==> config.mk <==
export PLATFORM = sky130hd
export DESIGN_NAME = sram_arbiter
export DESIGN_NICKNAME = d
export VERILOG_FILES = /design/src/rtl/sram_arbiter_pkg.sv /design/src/rtl/sram_arbiter_slot.sv /design/src/rtl/sram_arbiter.sv
export SDC_FILE = /design/constraint.sdc
export NUM_CORES = 1
export LEC_CHECK = 0
export BUFFER_PORTS_ARGS = -buffer_cell sky130_fd_sc_hd__clkbuf_2
export CAP_MARGIN = 5
export CORE_MARGIN = 2
export CORE_UTILIZATION = 50
export DETAILED_ROUTE_END_ITERATION = 16
export GPL_ROUTABILITY_DRIVEN = 0
export HOLD_SLACK_MARGIN = 0.02
export PLACE_DENSITY_LB_ADDON = 0.1
export SYNTH_ARGS = -nofsm -noshare
export SYNTH_HDL_FRONTEND = slang
export SYNTH_SLANG_ARGS = --single-unit
==> constraint.sdc <==
create_clock -name clock -period 8.43 [get_ports clock]
set_clock_uncertainty 0.05 [all_clocks]
set_input_delay 1.686 -clock clock [delete_from_list [all_inputs] [get_ports clock]]
set_output_delay 1.686 -clock clock [all_outputs]
set_load 0.01 [all_outputs]
==> src/rtl/sram_arbiter_pkg.sv <==
// Shared memory-bus wire types plus the arbiter's state, grant and pending-slot types.
package sram_arbiter_pkg;

   typedef struct packed {
      logic        mem_valid;
      logic [31:0] mem_addr;
      logic [31:0] mem_wdata;
      logic [3:0]  mem_wstrb;
   } mem_in_type;

   typedef struct packed {
      logic        mem_ready;
      logic [31:0] mem_rdata;
      logic        mem_error;
   } mem_out_type;

   typedef enum logic [1:0] {
      ST_IDLE  = 2'd0,
      ST_ISSUE = 2'd1,
      ST_WAIT  = 2'd2
   } arb_state_t;

   typedef enum logic {
      GNT_INSTR = 1'b0,
      GNT_DATA  = 1'b1
   } grant_t;

   typedef struct packed {
      logic        pend;
      logic [31:0] addr;
      logic [31:0] wdata;
      logic [3:0]  wstrb;
   } pend_slot_t;

   // Data wins when it alone is pending, under data priority, or when instruction won last.
   function automatic grant_t pick_grant(input logic data_prio, input logic i_pend,
                                         input logic d_pend, input grant_t last);
      grant_t g;
      if (d_pend && (data_prio || !i_pend || (last == GNT_INSTR))) begin
         g = GNT_DATA;
      end else begin
         g = GNT_INSTR;
      end
      return g;
   endfunction

endpackage

==> src/rtl/sram_arbiter_slot.sv <==
// One pending-request slot: captures a one-cycle mem_valid, holds it until cleared.
module sram_arbiter_slot
   import sram_arbiter_pkg::*;
(
   input  logic       clock,
   input  logic       reset,
   input  mem_in_type req,
   input  logic       clear,
   output pend_slot_t slot
);

   pend_slot_t slot_q;
   pend_slot_t slot_d;

   // Clear first so a request arriving with its own response is kept as the next one.
   always_comb begin
      slot_d = slot_q;
      if (clear) begin
         slot_d.pend = 1'b0;
      end else begin
         slot_d.pend = slot_q.pend;
      end
      if (req.mem_valid && !slot_d.pend) begin
         slot_d.pend  = 1'b1;
         slot_d.addr  = req.mem_addr;
         slot_d.wdata = req.mem_wdata;
         slot_d.wstrb = req.mem_wstrb;
      end else begin
         slot_d.addr  = slot_d.addr;
      end
   end

   // Slot register.
   always_ff @(posedge clock or posedge reset) begin
      if (reset) begin
         slot_q <= '0;
      end else begin
         slot_q <= slot_d;
      end
   end

   assign slot = slot_q;

endmodule

==> src/rtl/sram_arbiter.sv <==
// Two-requester SRAM arbiter: instruction and data ports share one SRAM controller.
module sram_arbiter
   import sram_arbiter_pkg::*;
#(
   parameter int dpriority = 0
)
(
   input  logic        clock,
   input  logic        reset,
   input  mem_in_type  imem_in,
   output mem_out_type imem_out,
   input  mem_in_type  dmem_in,
   output mem_out_type dmem_out,
   output mem_in_type  sram_in,
   input  mem_out_type sram_out
);

   localparam logic DPRIO = (dpriority != 0) ? 1'b1 : 1'b0;

   arb_state_t state_q, state_d;
   grant_t     grant_q, grant_d;
   grant_t     last_q, last_d;
   mem_in_type sram_q, sram_d;
   pend_slot_t i_slot, d_slot;
   logic       i_clear, d_clear;
   logic       resp_s;

   sram_arbiter_slot u_islot (
      .clock (clock),
      .reset (reset),
      .req   (imem_in),
      .clear (i_clear),
      .slot  (i_slot)
   );

   sram_arbiter_slot u_dslot (
      .clock (clock),
      .reset (reset),
      .req   (dmem_in),
      .clear (d_clear),
      .slot  (d_slot)
   );

   // Grant FSM next-state; sram_in is registered so mem_valid lasts exactly the ISSUE cycle.
   always_comb begin
      state_d = state_q;
      grant_d = grant_q;
      last_d  = last_q;
      sram_d  = sram_q;
      i_clear = 1'b0;
      d_clear = 1'b0;
      case (state_q)
         ST_IDLE: begin
            if (i_slot.pend || d_slot.pend) begin
               grant_d          = pick_grant(DPRIO, i_slot.pend, d_slot.pend, last_q);
               state_d          = ST_ISSUE;
               sram_d.mem_valid = 1'b1;
               if (grant_d == GNT_DATA) begin
                  sram_d.mem_addr  = d_slot.addr;
                  sram_d.mem_wdata = d_slot.wdata;
                  sram_d.mem_wstrb = d_slot.wstrb;
               end else begin
                  sram_d.mem_addr  = i_slot.addr;
                  sram_d.mem_wdata = i_slot.wdata;
                  sram_d.mem_wstrb = i_slot.wstrb;
               end
            end else begin
               state_d = ST_IDLE;
            end
         end
         ST_ISSUE: begin
            state_d          = ST_WAIT;
            sram_d.mem_valid = 1'b0;
         end
         ST_WAIT: begin
            if (sram_out.mem_ready) begin
               state_d = ST_IDLE;
               last_d  = grant_q;
               if (grant_q == GNT_DATA) begin
                  d_clear = 1'b1;
               end else begin
                  i_clear = 1'b1;
               end
            end else begin
               state_d = ST_WAIT;
            end
         end
         default: begin
            state_d          = ST_IDLE;
            sram_d.mem_valid = 1'b0;
         end
      endcase
   end

   // FSM and request-output registers.
   always_ff @(posedge clock or posedge reset) begin
      if (reset) begin
         state_q <= ST_IDLE;
         grant_q <= GNT_INSTR;
         last_q  <= GNT_INSTR;
         sram_q  <= '0;
      end else begin
         state_q <= state_d;
         grant_q <= grant_d;
         last_q  <= last_d;
         sram_q  <= sram_d;
      end
   end

   assign sram_in = sram_q;
   assign resp_s  = (state_q == ST_WAIT) && sram_out.mem_ready;

   // Response forwarding is combinational so the requester sees ready in the SRAM ready cycle.
   always_comb begin
      imem_out.mem_error = sram_out.mem_error;
      dmem_out.mem_error = sram_out.mem_error;
      if (resp_s && (grant_q == GNT_INSTR)) begin
         imem_out.mem_ready = 1'b1;
         imem_out.mem_rdata = sram_out.mem_rdata;
      end else begin
         imem_out.mem_ready = 1'b0;
         imem_out.mem_rdata = 32'h0000_0000;
      end
      if (resp_s && (grant_q == GNT_DATA)) begin
         dmem_out.mem_ready = 1'b1;
         dmem_out.mem_rdata = sram_out.mem_rdata;
      end else begin
         dmem_out.mem_ready = 1'b0;
         dmem_out.mem_rdata = 32'h0000_0000;
      end
   end

endmodule

---- Word-level counts from Yosys, hierarchy flattened ----
Cells that the tools add are included.
operators by class
  muxes and demuxes ....................... 21
  bitwise gates (word level) .............. 3
  eq/ne operators ......................... 3
  reduce and logical (&&, ||, !) cells .... 15
operators by type and width
  operator                                                         number
  69-bit two-way mux                                               1
  68-bit two-way mux                                               1
  33-bit two-way mux                                               2
  1-bit two-way mux                                                14
  1-bit logical AND                                                6
  2-bit one-hot mux with 3 select lines                            1
  2-bit AND reduction                                              3
  1-bit logical NOT                                                3
  1-bit NOT                                                        3
  2-bit by 1-bit == test with 1-bit output, second input constant  1
  2-bit == test, second input constant                             1
  2-bit logical NOT                                                1
  1-bit logical OR                                                 2
  2-bit two-way mux                                                1
  2-bit inequality test, second input constant                     1
  1-bit one-hot mux with 2 select lines                            1
word-level totals
  word-level logic and storage cells ...... 57
  flip-flop bits (word level) ............. 211
  output and inout port bits .............. 137
  bits of input ports ..................... 174

---- Depth between registers and ports, before layout ----
  depth after elaboration ................. 9
  depth in mapped cells ................... 5
  gate-level depth less buffers ........... 3

---- Modules after synthesis ----
From an unflattened synthesis, not the netlist that was laid out.
unflattened totals
  cells, all modules ...................... 609
  area, all modules ....................... 9,356.5 um^2
by module, submodules not included
  module             instances  seq. area each (um^2)  area each (um^2)  cells an instance
  sram_arbiter_slot  2          1,726.7                2,651.3           148
  sram_arbiter       1          1,826.8                4,053.9           313

---- Worst setup path after synthesis ----
Ideal clock, no wire load.
  path kind ............................... in2out
  start point ............................. in sram_out[33] (netlist bit)
  end point ............................... out imem_out[24] (netlist bit)
  required time ........................... 6.694 ns
  arrival time ............................ 2.454 ns
  buffers on the path ..................... 1
  stages .................................. 4
  slack ................................... 4.240 ns
  path through ............................ nand4bb_1 -> inv_1 -> clkbuf_1 -> and2_1
RTL lines
  what         RTL line            text
  from (decl)  sram_arbiter.sv:15  input mem_out_type sram_out
  to (decl)    sram_arbiter.sv:11  output mem_out_type imem_out,

==> results.tsv <==
metric	value	unit
die_x	139	um
diodes	0	
dieArea	19300	um2
timing.final.hold_violations	0	
hold_end	u_islot.slot[42]	
swShare	0.301	
yosysWarnings	0	
cts_resized	0	
portBuffers	307	
synth_seq_area_share	0.579	
hp-class	reg2reg	
final_cell_mix	clkbuf_2 (307), mux2_2 (267), dfrtp_1 (211), and3_1 (33), and2_1 (32)	
r2r_end	u_islot.slot[52]	
leakagePower	0.00572	uW
switchingPower	1370	uW
synthAdderAreaFrac	0	
cts_hold_buf	0	
cts_buffers	23	
postCtsSetupBuffers	0	
drv_cap	0	
cts_buffer_depth	3	
fin_area	11600	um2
synth_xor_area_frac	0	
worst_pin_slew	1.08	ns
hold_depth	1	
period_share	0.564	
netlist_instances	606	
dp_hpwl	14.6	mm
setup_viol	0	
required	6.69	ns
rsz0062_at_grt	false	
placed_cells	1108	
grt.overflow.total	0	
cts_tree	done	
clk_pin_slew	0.06	ns
outcome	finished clean	
period_needed	4.75	ns
start_util	0.509	
area_delta_synth_final	27.0	%
ant_nets	0	
endpoint_kind	output port	
p_per_area	393	nW/um2
cts_max_level	1	
grt_max_degree	156	
synthMuxAreaShare	0.337	
criticalPathCategory	in2out	
synth_compound_gate_area_share	0.00728	
wl	21.5	mm
start_kind	input port	
p_int	3180	uW
drive_above_1_share	0.674	
fin_nets	1078	
min_from	u_islot.slot[42]	
avgSynthCellArea	15.0	um2
synth.distinct_cells	18	
grt_pass1_vias	6692	
finalSetupTns	0	ns
drt_iter0_markers	211	
max_slew_margin	0.282	
ios	311	
comb_power_share	0.374	
grt_usage	0.222	
drc	0	
postPlaceCellArea	10800	um2
vdd_drop_max	0.318	mV
cts_sinks	211	
core_area	17900	um2
clock_latency	0.50	ns
synth_top_family_by_area	multiplexers	
fillCellCount	1422	
yosys.area_share.simple	0.0492	
slew_viol_final	0	
dr_total_vias	6033	
post_drt_wl_per_cell	18.8	um
synthTopCellsByArea	dfrtp_1 (58%), mux2_2 (33%), and3_1 (2.3%)	
netlist_area	9110	um2
dr.pass1.iters	4	
clock_power_share	0.228	
yosysTopAreaCellShare	0.579	
synth_seq_cells	211	
cts_root_buf	clkbuf_16	
placementRows	49	
routed_via_density	5.25	
crit_fanout	33	
rr_worst_depth	4	
grt_pass1_wl	35.0	mm
r2r-start	grant_q	
final_cells	1149	
seqPwrFrac	0.399	
antenna_found_initial	0	
worstPathArrival	3.02	ns
synth_area_leader_cell	dfrtp_1	
rrSetupSlack	5.46	ns
syn_nets	780	
fmax	0.210	GHz
dieHeight	139	um
mostFrequentLayoutCell	clkbuf_2	
## per-layer routing
layer  track usage  part of all wire  up-vias
met5             0                 0        -
met2         0.383              0.50      211
li1              -                 -     2756
met3        0.0628             0.073       41
met1         0.273              0.40     3025
met4        0.0643             0.027        0
## logic make-up (layout without fill, tap and decap cells)
family / count (synthesis) / after routing
multiplexers: 273 / 273
flip-flops: 211 / 211
AND/OR/NAND/NOR: 70 / 70
buffers and inverters: 44 / 358
AO/OA/AOI/OAI: 8 / 8
## critical path: stages
cell	delay, ns
clkbuf_2	0.11
nand4bb_1	0.20
inv_1	0.63
and2_1	0.24
clkbuf_2	0.14
## metrics by stage
step	total power, uW	hold WS [ns]	utilization	setup WS (ns)
after floorplan	3020	0.402	-	0.928
after global routing	4830	0.458	0.647	3.54
after detailed placement	3560	0.426	0.602	3.71
after global placement	3440	0.412	0.602	3.86
final	4550	0.440	0.647	3.68
after CTS	4610	0.446	0.647	3.70
## area by class of cell
class	instances	area [um2]	area share
clock buffers	34	677	0.0585
clock inverters	7	114	0.00984
inverters	5	26.3	0.00227
multi-input cells	351	3620	0.313
flip-flops and latches	211	5280	0.456
well taps	229	287	0.0248
repair buffers	312	1570	0.136
## worst max path at each step
stage	from	endpoint	slack [ns]
after global placement	sram_out[33]	imem_out[4]	3.86
after CTS	sram_out[33]	imem_out[17]	3.70
after detailed placement	sram_out[33]	imem_out[17]	3.71
final	sram_out[33]	imem_out[18]	3.68
after floorplan	reset	grant_q	0.93
after global routing	sram_out[33]	imem_out[18]	3.54
## registers in the layout (all words and copies together), names as in the netlist
name	cells
sram_in	69
grant_q	1
u_islot.slot	69
last_q	1
u_dslot.slot	69
state_q	2
## power groups by stage
| stage | clock (uW) | combinational, uW | sequential (uW) |
|---|---|---|---|
| CTS | 1060 | 1730 | 1820 |
| detailed placement | 0 | 1720 | 1830 |
| floorplan | 0 | 1200 | 1820 |
| finish | 1040 | 1700 | 1810 |
| global placement | 0 | 1650 | 1780 |
| global route | 1110 | 1840 | 1880 |
## cells in the mapped netlist, drive strengths merged
cell     number
a21o          3
nand3b        1
nand4bb       1
nor3          1
clkbuf        9
buf          30
and2         32
inv           5
and3         33
dfrtp       211
o21ai         2
mux2        273
a21boi        3
nor2          1
nand4b        1
Power figures use the tool's default switching activity.
